## config.mk

```make
export PLATFORM = sky130hd
export DESIGN_NAME = uart_tx_arbiter
export DESIGN_NICKNAME = d
export VERILOG_FILES = /design/src/rtl/uart_tx_arbiter.sv
export SDC_FILE = /design/constraint.sdc
export NUM_CORES = 1
export LEC_CHECK = 0
export CAP_MARGIN = 30
export CORE_UTILIZATION = 55
export CTS_BUF_LIST = sky130_fd_sc_hd__clkbuf_4 sky130_fd_sc_hd__clkbuf_8 sky130_fd_sc_hd__clkbuf_16
export DETAILED_ROUTE_END_ITERATION = 12
export GPL_TIMING_DRIVEN = 1
export PLACE_DENSITY = 0.78
export REMOVE_ABC_BUFFERS = 1
export SETUP_SLACK_MARGIN = 0.1
export SLEW_MARGIN = 20
export SYNTH_ARGS = -nofsm -noshare
export SYNTH_HDL_FRONTEND = slang
export SYNTH_SLANG_ARGS = --single-unit
```

## constraint.sdc

```tcl
create_clock -name clk_i -period 3 [get_ports clk_i]
set_input_delay 0.3 -clock clk_i [delete_from_list [all_inputs] [get_ports clk_i]]
set_output_delay 0.3 -clock clk_i [all_outputs]
set_load 0.005 [all_outputs]
```

## src/rtl/uart_tx_arbiter.sv

```systemverilog
// Two-port byte arbiter in front of a single txuart: per-port FIFOs drained
// round-robin through the transmitter's write/busy handshake, plus a CPU status word.
module uart_tx_arbiter #(
  parameter int unsigned FIFO_DEPTH = 4,
  parameter int unsigned BUSY_WAIT  = 2
) (
  input  logic        clk_i,
  input  logic        reset_i,
  input  logic        p0_push_i,
  input  logic [7:0]  p0_data_i,
  output logic        p0_full_o,
  input  logic        p1_push_i,
  input  logic [7:0]  p1_data_i,
  output logic        p1_full_o,
  output logic        uart_wr_o,
  output logic [7:0]  uart_data_o,
  input  logic        uart_busy_i,
  output logic [31:0] status_o,
  input  logic        ovf_clr_i
);

  localparam int unsigned PTR_W  = $clog2(FIFO_DEPTH);
  localparam int unsigned CNT_W  = PTR_W + 1;
  localparam int unsigned WAIT_W = (BUSY_WAIT == 0) ? 1 : $clog2(BUSY_WAIT + 1);

  typedef enum logic [1:0] {
    ST_IDLE,
    ST_ISSUE,
    ST_WAIT_BUSY,
    ST_WAIT_DONE
  } state_e;

  logic [7:0]            mem_q [2][FIFO_DEPTH];
  logic [1:0][PTR_W-1:0] wr_ptr_q, wr_ptr_d;
  logic [1:0][PTR_W-1:0] rd_ptr_q, rd_ptr_d;
  logic [1:0][CNT_W-1:0] cnt_q, cnt_d;
  logic [1:0]            full_q, full_d;
  logic [1:0]            ovf_q, ovf_d;
  logic [1:0]            push, push_ok, pop, not_empty;
  logic [1:0][7:0]       push_data;

  state_e                state_q, state_d;
  logic                  last_grant_q, last_grant_d;
  logic [7:0]            data_q, data_d;
  logic                  wr_q, wr_d;
  logic [WAIT_W-1:0]     wait_q, wait_d, wait_inc;
  logic                  busy_q, busy_d;
  logic                  win;

  assign push      = {p1_push_i, p0_push_i};
  assign push_data = {p1_data_i, p0_data_i};
  assign push_ok   = push & ~full_q;
  assign not_empty = {(cnt_q[1] != '0), (cnt_q[0] != '0)};

  // FIFO bookkeeping; a push into a full FIFO is dropped and flags overflow
  always_comb begin
    wr_ptr_d = wr_ptr_q;
    rd_ptr_d = rd_ptr_q;
    cnt_d    = cnt_q;
    ovf_d    = ovf_q;
    full_d   = full_q;
    for (int i = 0; i < 2; i++) begin
      if (push_ok[i]) wr_ptr_d[i] = wr_ptr_q[i] + PTR_W'(1);
      if (pop[i])     rd_ptr_d[i] = rd_ptr_q[i] + PTR_W'(1);
      if (push_ok[i] && !pop[i])      cnt_d[i] = cnt_q[i] + CNT_W'(1);
      else if (!push_ok[i] && pop[i]) cnt_d[i] = cnt_q[i] - CNT_W'(1);
      if (push[i] && full_q[i]) ovf_d[i] = 1'b1;
      else if (ovf_clr_i)       ovf_d[i] = 1'b0;
      full_d[i] = (cnt_d[i] == CNT_W'(FIFO_DEPTH));
    end
  end

  always_ff @(posedge clk_i) begin
    for (int i = 0; i < 2; i++) begin
      if (push_ok[i]) mem_q[i][wr_ptr_q[i]] <= push_data[i];
    end
  end

  // Scheduler: pop in IDLE, strobe in ISSUE, then follow txuart busy
  always_comb begin
    state_d      = state_q;
    last_grant_d = last_grant_q;
    data_d       = data_q;
    wr_d         = 1'b0;
    wait_d       = wait_q;
    pop          = '0;
    win          = 1'b0;
    wait_inc     = wait_q + WAIT_W'(1);
    case (state_q)
      ST_IDLE: begin
        if (!uart_busy_i && (|not_empty)) begin
          win          = (&not_empty) ? ~last_grant_q : not_empty[1];
          pop[win]     = 1'b1;
          data_d       = mem_q[win][rd_ptr_q[win]];
          last_grant_d = win;
          wr_d         = 1'b1;
          state_d      = ST_ISSUE;
        end
      end
      ST_ISSUE: begin
        wait_d  = '0;
        state_d = ST_WAIT_BUSY;
      end
      ST_WAIT_BUSY: begin
        if (uart_busy_i) begin
          state_d = ST_WAIT_DONE;
        end else begin
          wait_d = wait_inc;
          if (wait_inc == WAIT_W'(BUSY_WAIT)) state_d = ST_IDLE;
        end
      end
      ST_WAIT_DONE: begin
        if (!uart_busy_i) state_d = ST_IDLE;
      end
      default: state_d = ST_IDLE;
    endcase
  end

  assign busy_d = (state_d != ST_IDLE) || (cnt_d[0] != '0) || (cnt_d[1] != '0);

  always_ff @(posedge clk_i) begin
    if (reset_i) begin
      state_q      <= ST_IDLE;
      last_grant_q <= 1'b1;
      data_q       <= '0;
      wr_q         <= 1'b0;
      wait_q       <= '0;
      busy_q       <= 1'b0;
      wr_ptr_q     <= '0;
      rd_ptr_q     <= '0;
      cnt_q        <= '0;
      full_q       <= '0;
      ovf_q        <= '0;
    end else begin
      state_q      <= state_d;
      last_grant_q <= last_grant_d;
      data_q       <= data_d;
      wr_q         <= wr_d;
      wait_q       <= wait_d;
      busy_q       <= busy_d;
      wr_ptr_q     <= wr_ptr_d;
      rd_ptr_q     <= rd_ptr_d;
      cnt_q        <= cnt_d;
      full_q       <= full_d;
      ovf_q        <= ovf_d;
    end
  end

  assign p0_full_o   = full_q[0];
  assign p1_full_o   = full_q[1];
  assign uart_wr_o   = wr_q;
  assign uart_data_o = data_q;
  assign status_o    = {22'b0, busy_q, full_q[0], ovf_q[0], ovf_q[1], 6'b0};

endmodule
```

== Word level (Yosys, flattened, before mapping) ==
Memories as Yosys holds them, arrays and structs flattened.
Cells that the tools add are included.
W data, S select, Z words.
Cells by class
  mux-type cells: 33
  bitwise gates (word level): 7
  shift-type cells: 0
  div/mod/pow operators: 0
  eq/ne operators: 7
  $add $sub $neg: 9
  reductions and logical operators: 31
  order comparisons: 7
  $mul: 0
Operator list (number)
  $mux W32: 2
  $demux W8 S2: 2
  $mux W8: 4
  $mux W2: 9
  $bmux W8 S2: 1
  $mux W3: 4
  $reduce_bool A3 Y1: 4
  $add A2 B1 Y2 const B: 5
  $logic_and A1 B1 Y1: 10
  $ge A3 B3 Y1 const B: 3
  $not A2 Y3: 3
  $mux W1: 8
  $pmux W2 S4: 1
  $reduce_bool A2 Y1: 4
  $add A3 B1 Y3 const B: 2
  $eq A2 B2 Y1 const B: 3
  $eq A3 B3 Y1 const B: 2
  $lt A3 B1 Y1 const B: 2
  $reduce_and A2 Y1: 3
  $sub A3 B1 Y3 const B: 2
  $logic_not A1 Y1: 5
  $pmux W2 S2: 1
  $reduce_or A2 Y1: 2
  $and A2 B2 Y2: 1
  9 further kinds: 11
Storage, ports and cells
  bits in registers: 33
  bits in writable memories: 64
  bits in latches: 0
  memory bits (read-only): 0
  bits of input ports: 22
  memories kept: 1
  output and inout bits: 43
  word-level logic and storage cells: 110
Memories
  mem_q: depth 2, width 32, read ports 1, clocked after Yosys merged registers in 0, write ports 2, RTL line 33  | logic [7:0] mem_q [2][FIFO_DEPTH];

== Longest topological paths before layout ==
  depth in word-level cells: 15
  mapped depth: 9
  depth with buffers taken out: 7

== Least setup slack after synthesis ==
Ideal clock, no wire load.
  kind: flip-flop to flip-flop
  start: register cnt_q[3] in the netlist's numbering
  end: register data_q[0], in the netlist uart_data_o[0]
  data arrival time: 1936 ps
  period minus slack after synthesis: 2027 ps
  data required time: 2909 ps
  stages on the path, launching flop included: 9
  setup time: 91 ps
  buffers on the path: 1
  slack: 973 ps
  cells stage by stage: dfxtp_1 > inv_1 > ha_1 > and2b_4 > a21oi_4 > mux2i_2 > buf_2 > o211ai_1 > a311oi_1
On the way
  word-level cells in the longest chain between the ends: 9
  elaborated cells between the ends (all ways): 13
  those cells by class: mux (6); bitwise (1); reduce/logical (5); memory (1)
RTL lines
  start, declared: RTL line 36  | logic [1:0][CNT_W-1:0] cnt_q, cnt_d;
  start signal, assigned: RTL line 143  | cnt_q <= cnt_d;
  $reduce_bool A3 Y1 *: RTL line 53  | assign not_empty = {(cnt_q[1] != '0), (cnt_q[0] != '0)};
  $reduce_and A2 Y1: RTL line 92  | win = (&not_empty) ? ~last_grant_q : not_empty[1];
  $mux W1: RTL line 92
  $mux W2 (implied by the code) (2 in a row): RTL line 94  | data_d = mem_q[win][rd_ptr_q[win]];
  $not A2 Y3 (implied by the code): RTL line 94
  $bmux W8 S2: RTL line 94
  $mux W8 (implied by the code) (2 in a row): RTL line 94
  end signal, assigned: RTL line 137  | data_q <= data_d;
  end, declared: RTL line 44  | logic [7:0] data_q, data_d;
Mark *: on every way between the ends. The rest lies on a longest branch, timed or not. The select of a mux whose other input is x is not followed.
A chain may end at the register's enable or synchronous reset.

== Final worst setup path ==
  start: register cnt_q[4] in the netlist's numbering
  end: register data_q[4], in the netlist uart_data_o[4]
The elaborated chain is that of the path after synthesis.

==> results.txt <==
The number of buffers added by the clock tree synthesis step came out at 9. Setup repair after global routing left no endpoint under its margin. The slew at the pin closest to its max-slew limit came out at 928 ps. The area share of the leading cell type in the synthesized netlist is 0.425. After the first detailed-routing iteration, the DRC count stood at 117.

The areal power density over the cells is 857 nW/um^2. The flop and latch count out of synthesis came out at 97. After legalization and detailed placement, the total HPWL measured 5600 um. In this run the critical register-to-register path is captured at uart_data_o[4].

The highest achievable clock rate came out at 419 MHz. The top-level I/O count came out at 65. The number of synthesized flops with an enable pin came out at 64. Summed over all failing endpoints, the final setup total negative slack is 0 ps.

Max-cap violations in this run came to 0. The share of synthesized registers carrying an async set or reset came out at 0. The floorplan step defined a die boundary enclosing 8590 um^2.

The completed layout was analyzed and its total power is 4.32 mW. The final global-route overflow total came out at 0. The most frequent cell after synthesis is sky130_fd_sc_hd__edfxtp_1. Among all flip-flop cells after synthesis, the most frequent one is sky130_fd_sc_hd__edfxtp_1. The number of cell instances on the worst register-to-register path is 7. The flow ran to the end, and the final reports show no timing, DRC or antenna violations. The peak fanout along the critical path is 16. By count the netlist is led by 64 x sky130_fd_sc_hd__edfxtp_1, 33 x sky130_fd_sc_hd__dfxtp_1, 32 x sky130_fd_sc_hd__buf_4, 31 x sky130_fd_sc_hd__nor2_1, 23 x sky130_fd_sc_hd__nand2_1.

The first global-routing pass estimated approximately 12,000 um of wire. The pin count of the biggest net entering global routing came out at 34. The H-tree generated during clock tree synthesis spans 3 levels. Along the worst hold path, the cell count comes to 2. The final setup violation count came out at 0.

The worst-case IR drop observed on VDD is ~490 uV. The count of final max-slew check failures came out at 0. Summed over all cells, the static leakage comes to 1.76 nW. The start of the worst register-to-register path is cnt_q[4].

The clock-pin slew on the worst setup and hold paths came out at 100 ps. The switching share of power came out at 0.369. The via count came out at 2,746. The area overhead of the layout relative to synthesis is 11.3%. The global routing usage summed across all routing layers is 0.190.

The final setup skew is ~9.6 ps. The number of nets in the layout is 441. The number of vias per cell came out at around 5.4. The routed wire length is 7910 um.

The number of input and output port buffers inserted is 36. The combinational group share of total power is 0.387. The required time of the critical path is 3260 ps. STA classifies the critical path endpoint as a flop. The class of the worst hold path is reg2reg.

Of the total power, the clock network draws 0.186. The cell row count came out at 32. The number of antenna violations at the first check in global routing was 0.

sky130_fd_sc_hd__edfxtp_1 takes more of the synthesized area than any other cell. The share of the yosys chip area belonging to registers is 0.571. The number of cells produced by synthesis came out at 372.

The number of diodes came out at 0. Of the cells placed in the final design, the portion with a size suffix greater than 1 is 0.0978. The placeable core region came out at slightly below 8000 um^2. The clock tree from TritonCTS is done. For this run, the number of Yosys warnings is 0. After detailed routing, the number of remaining DRC violations is 0.

The count of final hold-check violations came out at 0. The origin of the worst min-delay path is wr_ptr_q[3]. The first detailed-routing pass ran for 4 iterations. The worst hold path terminates at wr_ptr_q[3]. The number of global-route vias before repair was 2,604. The post-synthesis average cell area is 12.2 um^2. The number of distinct library cells after synthesis is 45.

In the finished design, the share of the clock period the worst path needs comes to 0.795. The clock passes through at most 2 buffers. The chip height came out at approximately 93 um. The endpoint arrival time on the critical path is ~2600 ps. The routed length per instance came out at 15.5 um. The category of the worst setup path launch point is a flop.

The internal power consumption came out at about 2.7 mW. Clock tree synthesis found a total of 97 sinks. The antenna violation net count after detailed routing is 0. Headroom to the max-slew limit came out at 0.381. In this run, post-CTS repair resized a total of 0 instances. The post-route minimum period is 2390 ps.

The weighted congestion reported at the end of routability-driven placement came out at 0.788. The setup check on the worst reg-to-reg path leaves a slack of approximately 610 ps. Yosys attributes the largest share of cell area to sky130_fd_sc_hd__edfxtp_1 42%, sky130_fd_sc_hd__dfxtp_1 15%, sky130_fd_sc_hd__buf_4 5.3%. Of the total power, registers draw 0.427.

The library cell used as clock root buffer is sky130_fd_sc_hd__clkbuf_8. For this configuration, the core starts out at a cell density of 0.576. In this run the horizontal extent of the chip is 92.7 um. The clock latency reported for the late side of the worst-skew pair is 360 ps. The layout filler cell count is 603. The kind of critical path is reg2reg. In this run, post-CTS hold repair placed 0 buffers.

The buffers inserted during post-CTS setup optimization is 0. The netlist area before placement came out at 4520 um^2. The net switching power of the design came out at approximately 1.6 mW.
cells by family after synthesis:
family                   count (synthesis)  synth area share
other                                    1          0.000829
XOR/XNOR                                11            0.0213
flip-flops                              97             0.571
AND/OR/NAND/NOR                         90             0.101
multiplexers                            27            0.0628
AO/OA/AOI/OAI                           67             0.118
buffers and inverters                   64            0.0833
adder cells (fa/ha/maj)                 15            0.0415
placed cells by master, fill, tap and decap left out, drive strengths merged, types with 2 or more instances in the layout:
cell           Yosys  layout
mux2               8       8
edfxtp            64      64
nand2             23      23
inv               16      19
ha                15      15
a22oi              4       4
a311oi             9       9
nand3              2       2
buf               40       6
clkbuf             8       9
clkdlybuf4s50      0      36
nor3b              3       3
mux2i             19      19
nor2              31      31
o211ai            13      13
xnor2              9       9
a21oi             13      13
and2               9       9
nor3               3       3
nand2b             4       4
a211o              8       8
dfxtp             33      33
a211oi            10      10
nor2b             11      11
clkinvlp           0       3
xor2               2       2
o21ai              3       3
conb               1      28
power by group through the flow:
stage,logic (mW),registers [mW],clock network (mW)
after floorplan,1.12,1.86,0
after CTS,1.63,1.88,0.818
after detailed placement,1.62,1.91,0
after global routing,1.84,1.87,0.863
final,1.67,1.84,0.804
after global placement,1.56,1.90,0
how the worst max path moves through the flow:
stage	startpoint	to	slack, ps	depth (start not counted)
floorplan	cnt_q[3]	uart_data_o[0]	560	7
global placement	uart_busy_i	busy_q	740	6
detailed placement	uart_busy_i	busy_q	630	6
CTS	cnt_q[3]	uart_data_o[4]	630	7
global route	cnt_q[3]	uart_data_o[4]	400	7
finish	cnt_q[4]	uart_data_o[4]	610	7
layout make-up:
type / count / area [um^2] / share of cell area
clock inverters: 7 / 62.6 / 0.0124
clock buffers: 9 / 124 / 0.0246
inverters: 16 / 60.1 / 0.0119
flip-flops and latches: 97 / 2580 / 0.513
well taps: 102 / 128 / 0.0253
multi-input cells: 238 / 1670 / 0.331
repair buffers: 42 / 413 / 0.0820
flip-flops by register name (all words and copies together), names as in the netlist:
| register | flops |
|---|---|
| rd_ptr_q | 4 |
| wr_ptr_q | 4 |
| cnt_q | 6 |
| busy_q | 1 |
| mem_q | 64 |
| wait_q | 2 |
| uart_wr_o | 1 |
| last_grant_q | 1 |
| ovf_q | 2 |
| full_q | 2 |
| uart_data_o | 8 |
| state_q | 2 |
metrics by stage:
stage / util / hold slack [ps] / instances / setup slack, ps / area, um^2
floorplan: - / 369 / 351 / 564 / 4310
global placement: 0.616 / 482 / 494 / 738 / 4830
detailed placement: 0.616 / 488 / 494 / 631 / 4830
CTS: 0.640 / 508 / 510 / 630 / 5020
global route: 0.642 / 531 / 511 / 398 / 5030
finish: 0.642 / 497 / 511 / 614 / 5030
worst max-delay path: stages, from the launching register on:
cell                       delay [ps]
sky130_fd_sc_hd__dfxtp_1          400
sky130_fd_sc_hd__inv_1            100
sky130_fd_sc_hd__ha_1             210
sky130_fd_sc_hd__and2b_4          210
sky130_fd_sc_hd__a21oi_4          140
sky130_fd_sc_hd__mux2i_2          680
sky130_fd_sc_hd__o211ai_1         200
sky130_fd_sc_hd__a311oi_1         350
routing by layer:
metal  vias to the layer above  GRT usage  wire length (um)
met3                         9     0.0296               289
met4                         0     0.0744                99
met1                      1325      0.232              3360
met2                        67      0.337              4160
li1                       1345          -                 -
met5                         -          0                 0
Note: power is estimated with default switching activity, not from simulation.
